`config.mk`:
```
export PLATFORM = sky130hd
export DESIGN_NAME = fifo_wr_arbiter
export DESIGN_NICKNAME = d
export VERILOG_FILES = /design/src/rtl/fifo_wr_arbiter.sv
export SDC_FILE = /design/constraint.sdc
export NUM_CORES = 1
export LEC_CHECK = 0
export ABC_AREA = 1
export CAP_MARGIN = 10
export CORE_MARGIN = 5
export CORE_UTILIZATION = 44
export CTS_BUF_LIST = sky130_fd_sc_hd__clkbuf_4 sky130_fd_sc_hd__clkbuf_8
export CTS_CLUSTER_SIZE = 30
export DETAILED_ROUTE_END_ITERATION = 8
export GPL_TIMING_DRIVEN = 0
export PLACE_DENSITY = 0.92
export REMOVE_ABC_BUFFERS = 1
export SETUP_SLACK_MARGIN = 0.05
export SYNTH_ARGS = -nofsm -noshare
export SYNTH_HDL_FRONTEND = slang
export SYNTH_SLANG_ARGS = --single-unit
```
`constraint.sdc`:
```
create_clock -name wclk -period 2.9 [get_ports wclk]
set_input_delay 0.29 -clock wclk [delete_from_list [all_inputs] [get_ports wclk]]
set_output_delay 0.29 -clock wclk [all_outputs]
set_load 0.02 [all_outputs]
```
`src/rtl/fifo_wr_arbiter.sv`:
```
// Round-robin burst arbiter in front of an async FIFO write port.
// NREQ valid/ready requesters share winc/wdata. Each grant moves up to BURST
// words. Every write is gated by wfull. One idle cycle separates grants.
module fifo_wr_arbiter #(
  parameter int DSIZE = 8,
  parameter int NREQ  = 4,
  parameter int BURST = 4
) (
  input  logic                  wclk,
  input  logic                  wrst_n,
  input  logic [NREQ-1:0]       req_valid,
  input  logic [NREQ*DSIZE-1:0] req_data,
  output logic [NREQ-1:0]       req_ready,
  input  logic                  wfull,
  output logic                  winc,
  output logic [DSIZE-1:0]      wdata,
  output logic [NREQ-1:0]       gnt,
  output logic                  gnt_active
);

  localparam int IW = $clog2(NREQ);
  localparam int CW = $clog2(BURST) + 1;
  localparam logic [CW-1:0] CNT_LAST = CW'(BURST - 1);
  localparam logic [IW-1:0] IDX_LAST = IW'(NREQ - 1);

  typedef enum logic {IDLE, GRANT} state_t;

  state_t            state_reg, state_next;
  logic [NREQ-1:0]   gnt_reg, gnt_next;
  logic [IW-1:0]     idx_reg, idx_next;
  logic [IW-1:0]     rr_last_reg, rr_last_next;
  logic [CW-1:0]     cnt_reg, cnt_next;

  logic [DSIZE-1:0]  slice [NREQ];
  logic              pick_found;
  logic [IW-1:0]     pick_idx;
  logic              cur_valid;
  logic              xfer;
  logic              last_word;

  // Unpack the flattened requester data bus into one word per requester.
  for (genvar gi = 0; gi < NREQ; gi++) begin : g_slice
    assign slice[gi] = req_data[gi*DSIZE +: DSIZE];
  end

  // Round-robin pick: first valid index after the last granted one, wrapping.
  always_comb begin
    int            cand;
    logic [IW-1:0] cand_idx;
    pick_found = 1'b0;
    pick_idx   = '0;
    cand       = 0;
    cand_idx   = '0;
    for (int k = 1; k <= NREQ; k++) begin
      cand = int'(rr_last_reg) + k;
      if (cand >= NREQ) cand = cand - NREQ;
      cand_idx = IW'(cand);
      if (!pick_found && req_valid[cand_idx]) begin
        pick_found = 1'b1;
        pick_idx   = cand_idx;
      end
    end
  end

  // A word moves only while granted, the owner is valid and the FIFO has room.
  assign cur_valid = req_valid[idx_reg];
  assign xfer      = (state_reg == GRANT) && cur_valid && !wfull;
  assign last_word = (cnt_reg == CNT_LAST);

  // Next-state: grant from IDLE, count words in GRANT, release on burst end
  // or when the owner drops valid. A full FIFO only stalls, never releases.
  always_comb begin
    state_next   = state_reg;
    gnt_next     = gnt_reg;
    idx_next     = idx_reg;
    rr_last_next = rr_last_reg;
    cnt_next     = cnt_reg;
    if (state_reg == IDLE) begin
      if (pick_found) begin
        state_next         = GRANT;
        gnt_next           = '0;
        gnt_next[pick_idx] = 1'b1;
        idx_next           = pick_idx;
        cnt_next           = '0;
      end
    end else begin
      if (!cur_valid || (xfer && last_word)) begin
        state_next   = IDLE;
        gnt_next     = '0;
        cnt_next     = '0;
        rr_last_next = idx_reg;
      end else if (xfer) begin
        cnt_next = cnt_reg + CW'(1);
      end
    end
  end

  // Outputs: write strobe, data mux and ready all follow the registered grant.
  always_comb begin
    req_ready  = '0;
    winc       = xfer;
    wdata      = '0;
    gnt        = gnt_reg;
    gnt_active = (state_reg == GRANT);
    if (state_reg == GRANT) begin
      req_ready[idx_reg] = !wfull;
      wdata              = slice[idx_reg];
    end
  end

  // State register; reset makes requester 0 the first winner.
  always_ff @(posedge wclk or negedge wrst_n) begin
    if (!wrst_n) begin
      state_reg   <= IDLE;
      gnt_reg     <= '0;
      idx_reg     <= '0;
      rr_last_reg <= IDX_LAST;
      cnt_reg     <= '0;
    end else begin
      state_reg   <= state_next;
      gnt_reg     <= gnt_next;
      idx_reg     <= idx_next;
      rr_last_reg <= rr_last_next;
      cnt_reg     <= cnt_next;
    end
  end

endmodule

```
After elaboration in Yosys (flattened, before gate mapping)

Cells that the tools add are included.
Widths: inputs -> output; s select.

$lt $le $gt $ge: 13
Bitwise operators: 3
Multiplexer cells: 41
Eq/ne operators: 3
Reductions and logical operators: 19
Add/subtract/negate cells: 9

Operators by type and width:

| operator            | number |
|---|---|
| $mux 8              | 3 |
| $lt 2x3->1 const B  | 6 |
| $bmux 8 s2          | 1 |
| $mux 2              | 8 |
| $mux 4              | 4 |
| $mux 1              | 14 |
| $ge 3x3->1 const B  | 4 |
| $mux 3              | 4 |
| $bmux 1 s2          | 5 |
| $logic_and 1x1->1   | 8 |
| $reduce_and 2->1    | 4 |
| $sub 2x1->2 const B | 4 |
| $add 2x2->3 const B | 2 |
| $logic_not 1->1     | 5 |
| $add 2x3->4 const B | 1 |
| $and 4x4->4         | 1 |
| $demux 1 s2         | 2 |
| $ge 2x1->1 const B  | 2 |
| $ge 4x3->1 const B  | 1 |
| $add 2x1->3 const B | 1 |
| $add 3x1->3 const B | 1 |
| $eq 3x2->1 const B  | 1 |
| $ne 3x1->1 const B  | 1 |
| $not 2->3           | 1 |
| other kinds (4)     | 4 |

Flip-flop bits (word level): 12
Input port bits: 39
Output and inout bits: 18

Depth between registers and ports, before layout

Word-level depth: 21
Gate-level depth with buffers: 13

Worst setup path before layout

OpenSTA, ideal clock, no wires.

Path type: flip-flop to flip-flop
Start point: register rr_last_reg[1]
End point: register gnt_reg[0] (netlist: gnt[0])
Slack: 1.406 ns
Arrival time: 1.428 ns
Buffers on the path: 2
Cell stages (with the launch flop): 13
Required time: 2.835 ns
Period minus slack after synthesis: 1.494 ns
Path through: dfstp_2 buf_6 inv_4 nand2_2 nand2_2 nand2_2 nand2_4 nor2_8 nand3_2 nand2_4 buf_6 nand3_1 nand2_1

Longest elaborated chain between the ends: 21
Elaborated cells on any way between the ends: 47

Ends and longest elaborated chain:

| what                                                           | line | RTL |
|---|---|---|
| from (decl)                                                    | 31   | `logic [IW-1:0] rr_last_reg, rr_last_next;` |
| from (signal assigned)                                         | 123  | `rr_last_reg <= rr_last_next;` |
| $add 2x1->3                                                    | 55   | `cand = int'(rr_last_reg) + k;` |
| $ge 3x3->1 or $sub 2x1->2 (tied branches)                      | 56   | `if (cand >= NREQ) cand = cand - NREQ;` |
| $mux 2                                                         | 56   |  |
| $bmux 1 s2                                                     | 58   | `if (!pick_found && req_valid[cand_idx]) begin` |
| $mux 1 (implied by the code)                                   | 58   |  |
| $mux 1                                                         | 58   |  |
| $logic_not 1->1                                                | 58   |  |
| $logic_and 1x1->1                                              | 58   |  |
| [... 5 more ...]                                               | -    |  |
| $logic_and 1x1->1                                              | 58   |  |
| $mux 2                                                         | 58   |  |
| $lt 2x3->1 (implied by the code) or $ge 2x1->1 (tied branches) | 82   | `gnt_next[pick_idx] = 1'b1;` |
| $logic_and 1x1->1 (implied by the code)                        | 82   |  |
| $mux 1 (implied by the code)                                   | 82   |  |
| $demux 1 s2                                                    | 82   |  |
| $mux 4                                                         | 79   | `if (pick_found) begin` |
| $mux 4                                                         | 78   | `if (state_reg == IDLE) begin` |
| to (signal assigned)                                           | 121  | `gnt_reg <= gnt_next;` |
| to (decl)                                                      | 29   | `logic [NREQ-1:0] gnt_reg, gnt_next;` |

Several ways; a longest one is shown, not always the timed one. The select of a mux whose other input is x is not followed.
A chain may end at the register's enable or synchronous reset.

Final worst setup path

Start point: register idx_reg[0]
End point: output winc

Longest elaborated chain between the ends: 4

Ends and longest elaborated chain:

| what                            | line | RTL |
|---|---|---|
| from (decl)                     | 30   | `logic [IW-1:0] idx_reg, idx_next;` |
| from (signal assigned)          | 122  | `idx_reg <= idx_next;` |
| $bmux 1 s2                      | 66   | `assign cur_valid = req_valid[idx_reg];` |
| $mux 1 (implied by the code)    | 66   |  |
| $logic_and 1x1->1 (2 in series) | 67   | `assign xfer = (state_reg == GRANT) && cur_valid && !wfull;` |
| to (decl)                       | 15   | `output logic winc,` |

Every way passes these cells. The select of a mux whose other input is x is not followed.

==> flow_summary.yaml <==
timing:
  max_freq_mhz: 419
  slew_violations: 0
  period_minus_slack_ns: 2.39
  worstMarginPinSlew_ns: 0.518
  finalHoldViolCount: 0
  min_period_over_period_pct: 82.4
  tns_ns: 0
  rsz0062_at_grt: "false"
  timing.final.setup_violations: 0
  fin_skew_ns: 0.00186
  slew_headroom_pct: 65.3
floorplanning:
  fp.dieArea_um2: 3690
  initial_utilization_pct: 45.7
  dieHeight_um: 60.7
  rows: 18
  ios: 57
  core-area_um2: 2480
  die_w_um: 60.7
grt:
  grt_pass1_vias: 1222
  grt_max_degree: 15
  overflow: 0
  grt_use_total_pct: 18.8
  grt_pass1_wl_um: 5390
  antenna_found_initial: 0
critical_path:
  cp_slowest_cell: "clkdlybuf4s50_1"
  rr_worst_depth: 11
  crit_end: "winc"
  setup.worst_path.start: "idx_reg[0]$_DFFE_PN0P_"
  crit_chain: "nor2_4 > inv_2 > o22ai_1 > nor2_1 > nor2_2 > clkdlybuf4s50_1"
  end_kind: "output port"
  critPathMaxFanout: 9
  start_kind: "flop"
  worstSetupPathType: "flop to output port"
  reg2reg_slack_ns: 1.06
  crit_arrival_ns: 2.10
  rr_endpoint: "gnt[0]$_DFFE_PN0P_"
  slowest_delay_ns: 0.62
  cp.required_ns: 2.61
  r2r_start: "rr_last_reg[0]$_DFFE_PN1P_"
place:
  place_inst: 252
  gp_congestion: 0.876
  portBuffers: 56
  dpl_cell_area_um2: 1690
  place_hpwl_um: 2800
drt:
  drtAntennaViolNets: 0
  avgViaCountPerCell: 5.17
  wirelength_um: 3460
  drt_first_pass_iters: 4
  num_vias: 1323
  drt_iter0_markers: 57
  drc_errors: 0
  wl_per_cell_um: 13.5
yosys:
  syn_inst: 170
  ys_ff_latch: 12
  ys_warn_count: 0
  seq_area_frac_synth_pct: 26.7
  synth_top_area_share_pct: 22.1
  synthesis.area_um2: 1130
  ys_types: 24
  syn_avg_cell_area_um2: 6.66
  synth_area_leaders: "dfrtp_1 (22%), nand2_1 (18%), a22oi_1 (11%)"
  yosysTopAreaCell: "dfrtp_1"
final_layout:
  largest_reg_flops: 4
  utilization_pct: 69.7
  layout.cells.non_filler: 256
  fin_area_um2: 1730
  drive_gt1_share_pct: 13.3
  fin_nets: 268
  n_antenna_cell: 0
  nFillCells: 216
  final_common_cell: "clkdlybuf4s50_1"
  final_cell_mix: "clkdlybuf4s50_1 (56), nand2_1 (53), inv_1 (16), a22oi_1 (16), nand3_1 (13)"
  area.growth.synth_to_final_pct: 52.6
clock_network:
  cts_hold_buf: 0
  clk_path_buf_depth: 2
  cts_root_buffer: "clkbuf_4"
  numCtsBuffers: 3
  clk_latency_ns: 0.26
  clkTransAtPathRegs_ns: 0.07
  cts_setup_buffers: 0
  cts_sinks: 12
  cts_resized: 0
  htree_levels: 1
  cts_tree: "yes"
power_and_ir_drop:
  power_density_nw_per_um2: 1040
  fin_total_pwr_mw: 1.79
  ir_drop_mv: 0.737
  p_leak_nw: 0.814
job:
  maxCapViolations: 0
worst_hold_path:
  hold_path.class: "primary input to async pin"
status:
  outcome: "complete, no violations"
[area by class of cell]
| class | instances | area (um2) | share of cell area [%] |
|---|---|---|---|
| flip-flops and latches | 12 | 303 | 17.5 |
| multi-input cells | 131 | 702 | 40.6 |
| repair buffers | 56 | 561 | 32.4 |
| clock buffers | 4 | 36.3 | 2.10 |
| inverters | 23 | 88.8 | 5.14 |
| well taps | 30 | 37.5 | 2.17 |
[worst min path at each step]
stage	endpoint	startpoint
3_5_place_dp	cnt_reg[0]$_DFFE_PN0P_	cnt_reg[0]$_DFFE_PN0P_
6_report	gnt_active$_DFF_PN0_	wrst_n
5_1_grt	gnt[0]$_DFFE_PN0P_	wrst_n
4_1_cts	gnt[0]$_DFFE_PN0P_	wrst_n
2_1_floorplan	cnt_reg[0]$_DFFE_PN0P_	wrst_n
3_3_place_gp	cnt_reg[0]$_DFFE_PN0P_	cnt_reg[0]$_DFFE_PN0P_
[layer usage]
layer | up-vias | global-route usage [%] | wire length [um]
met4 | 0 | 6.19 | 40
met2 | 42 | 31.3 | 1670
li1 | 677 | - | -
met3 | 6 | 4.89 | 315
met5 | - | 0 | 0
met1 | 598 | 23.8 | 1440
[cell usage after synthesis]
master and instances:
a21oi_2 1, inv_1 16, buf_6 3, nor2_1 8, inv_2 6, nand3_1 13
ha_1 2, a21oi_1 9, buf_2 1, dfrtp_1 10, o22ai_1 3, o21ai_0 1
nand2_2 9, inv_4 1, nand3_2 2, nor2_2 1, nand4_1 3, nand2_1 53
nand2_4 2, o21ai_1 6, nor2_8 1, a22oi_1 16, nor2_4 1, dfstp_2 2
[critical path: cells and delay by family (launching register included)]
kind                   cells  cell delay, ns
AND/OR/NAND/NOR            3            0.51
buffers and inverters      2            0.68
AO/OA/AOI/OAI              1            0.19
flip-flops                 1            0.45
[kinds of logic after synthesis]
kind of cell	share of synthesized area, %
AO/OA/AOI/OAI	20.1
adder cells (fa/ha/maj)	2.21
buffers and inverters	11.3
flip-flops	26.7
AND/OR/NAND/NOR	39.7
[through the flow]
| step | hold slack, ns | setup slack (ns) |
|---|---|---|
| final | 0.364 | 0.511 |
| after global routing | 0.382 | 0.381 |
| after CTS | 0.367 | 0.477 |
| after detailed placement | 0.488 | 0.597 |
| after global placement | 0.476 | 0.617 |
| after floorplan | -0.00559 | 1.30 |
[where the power goes]
part / switching (mW) / total (mW) / leakage [nW] / internal (mW)
registers: 0.0887 / 0.332 / 0.151 / 0.243
logic: 0.813 / 1.33 / 0.643 / 0.517
clock network: 0.0515 / 0.128 / 0.0210 / 0.0762
total: 0.953 / 1.79 / 0.814 / 0.836
No activity file was read; power rests on OpenSTA's default activity.
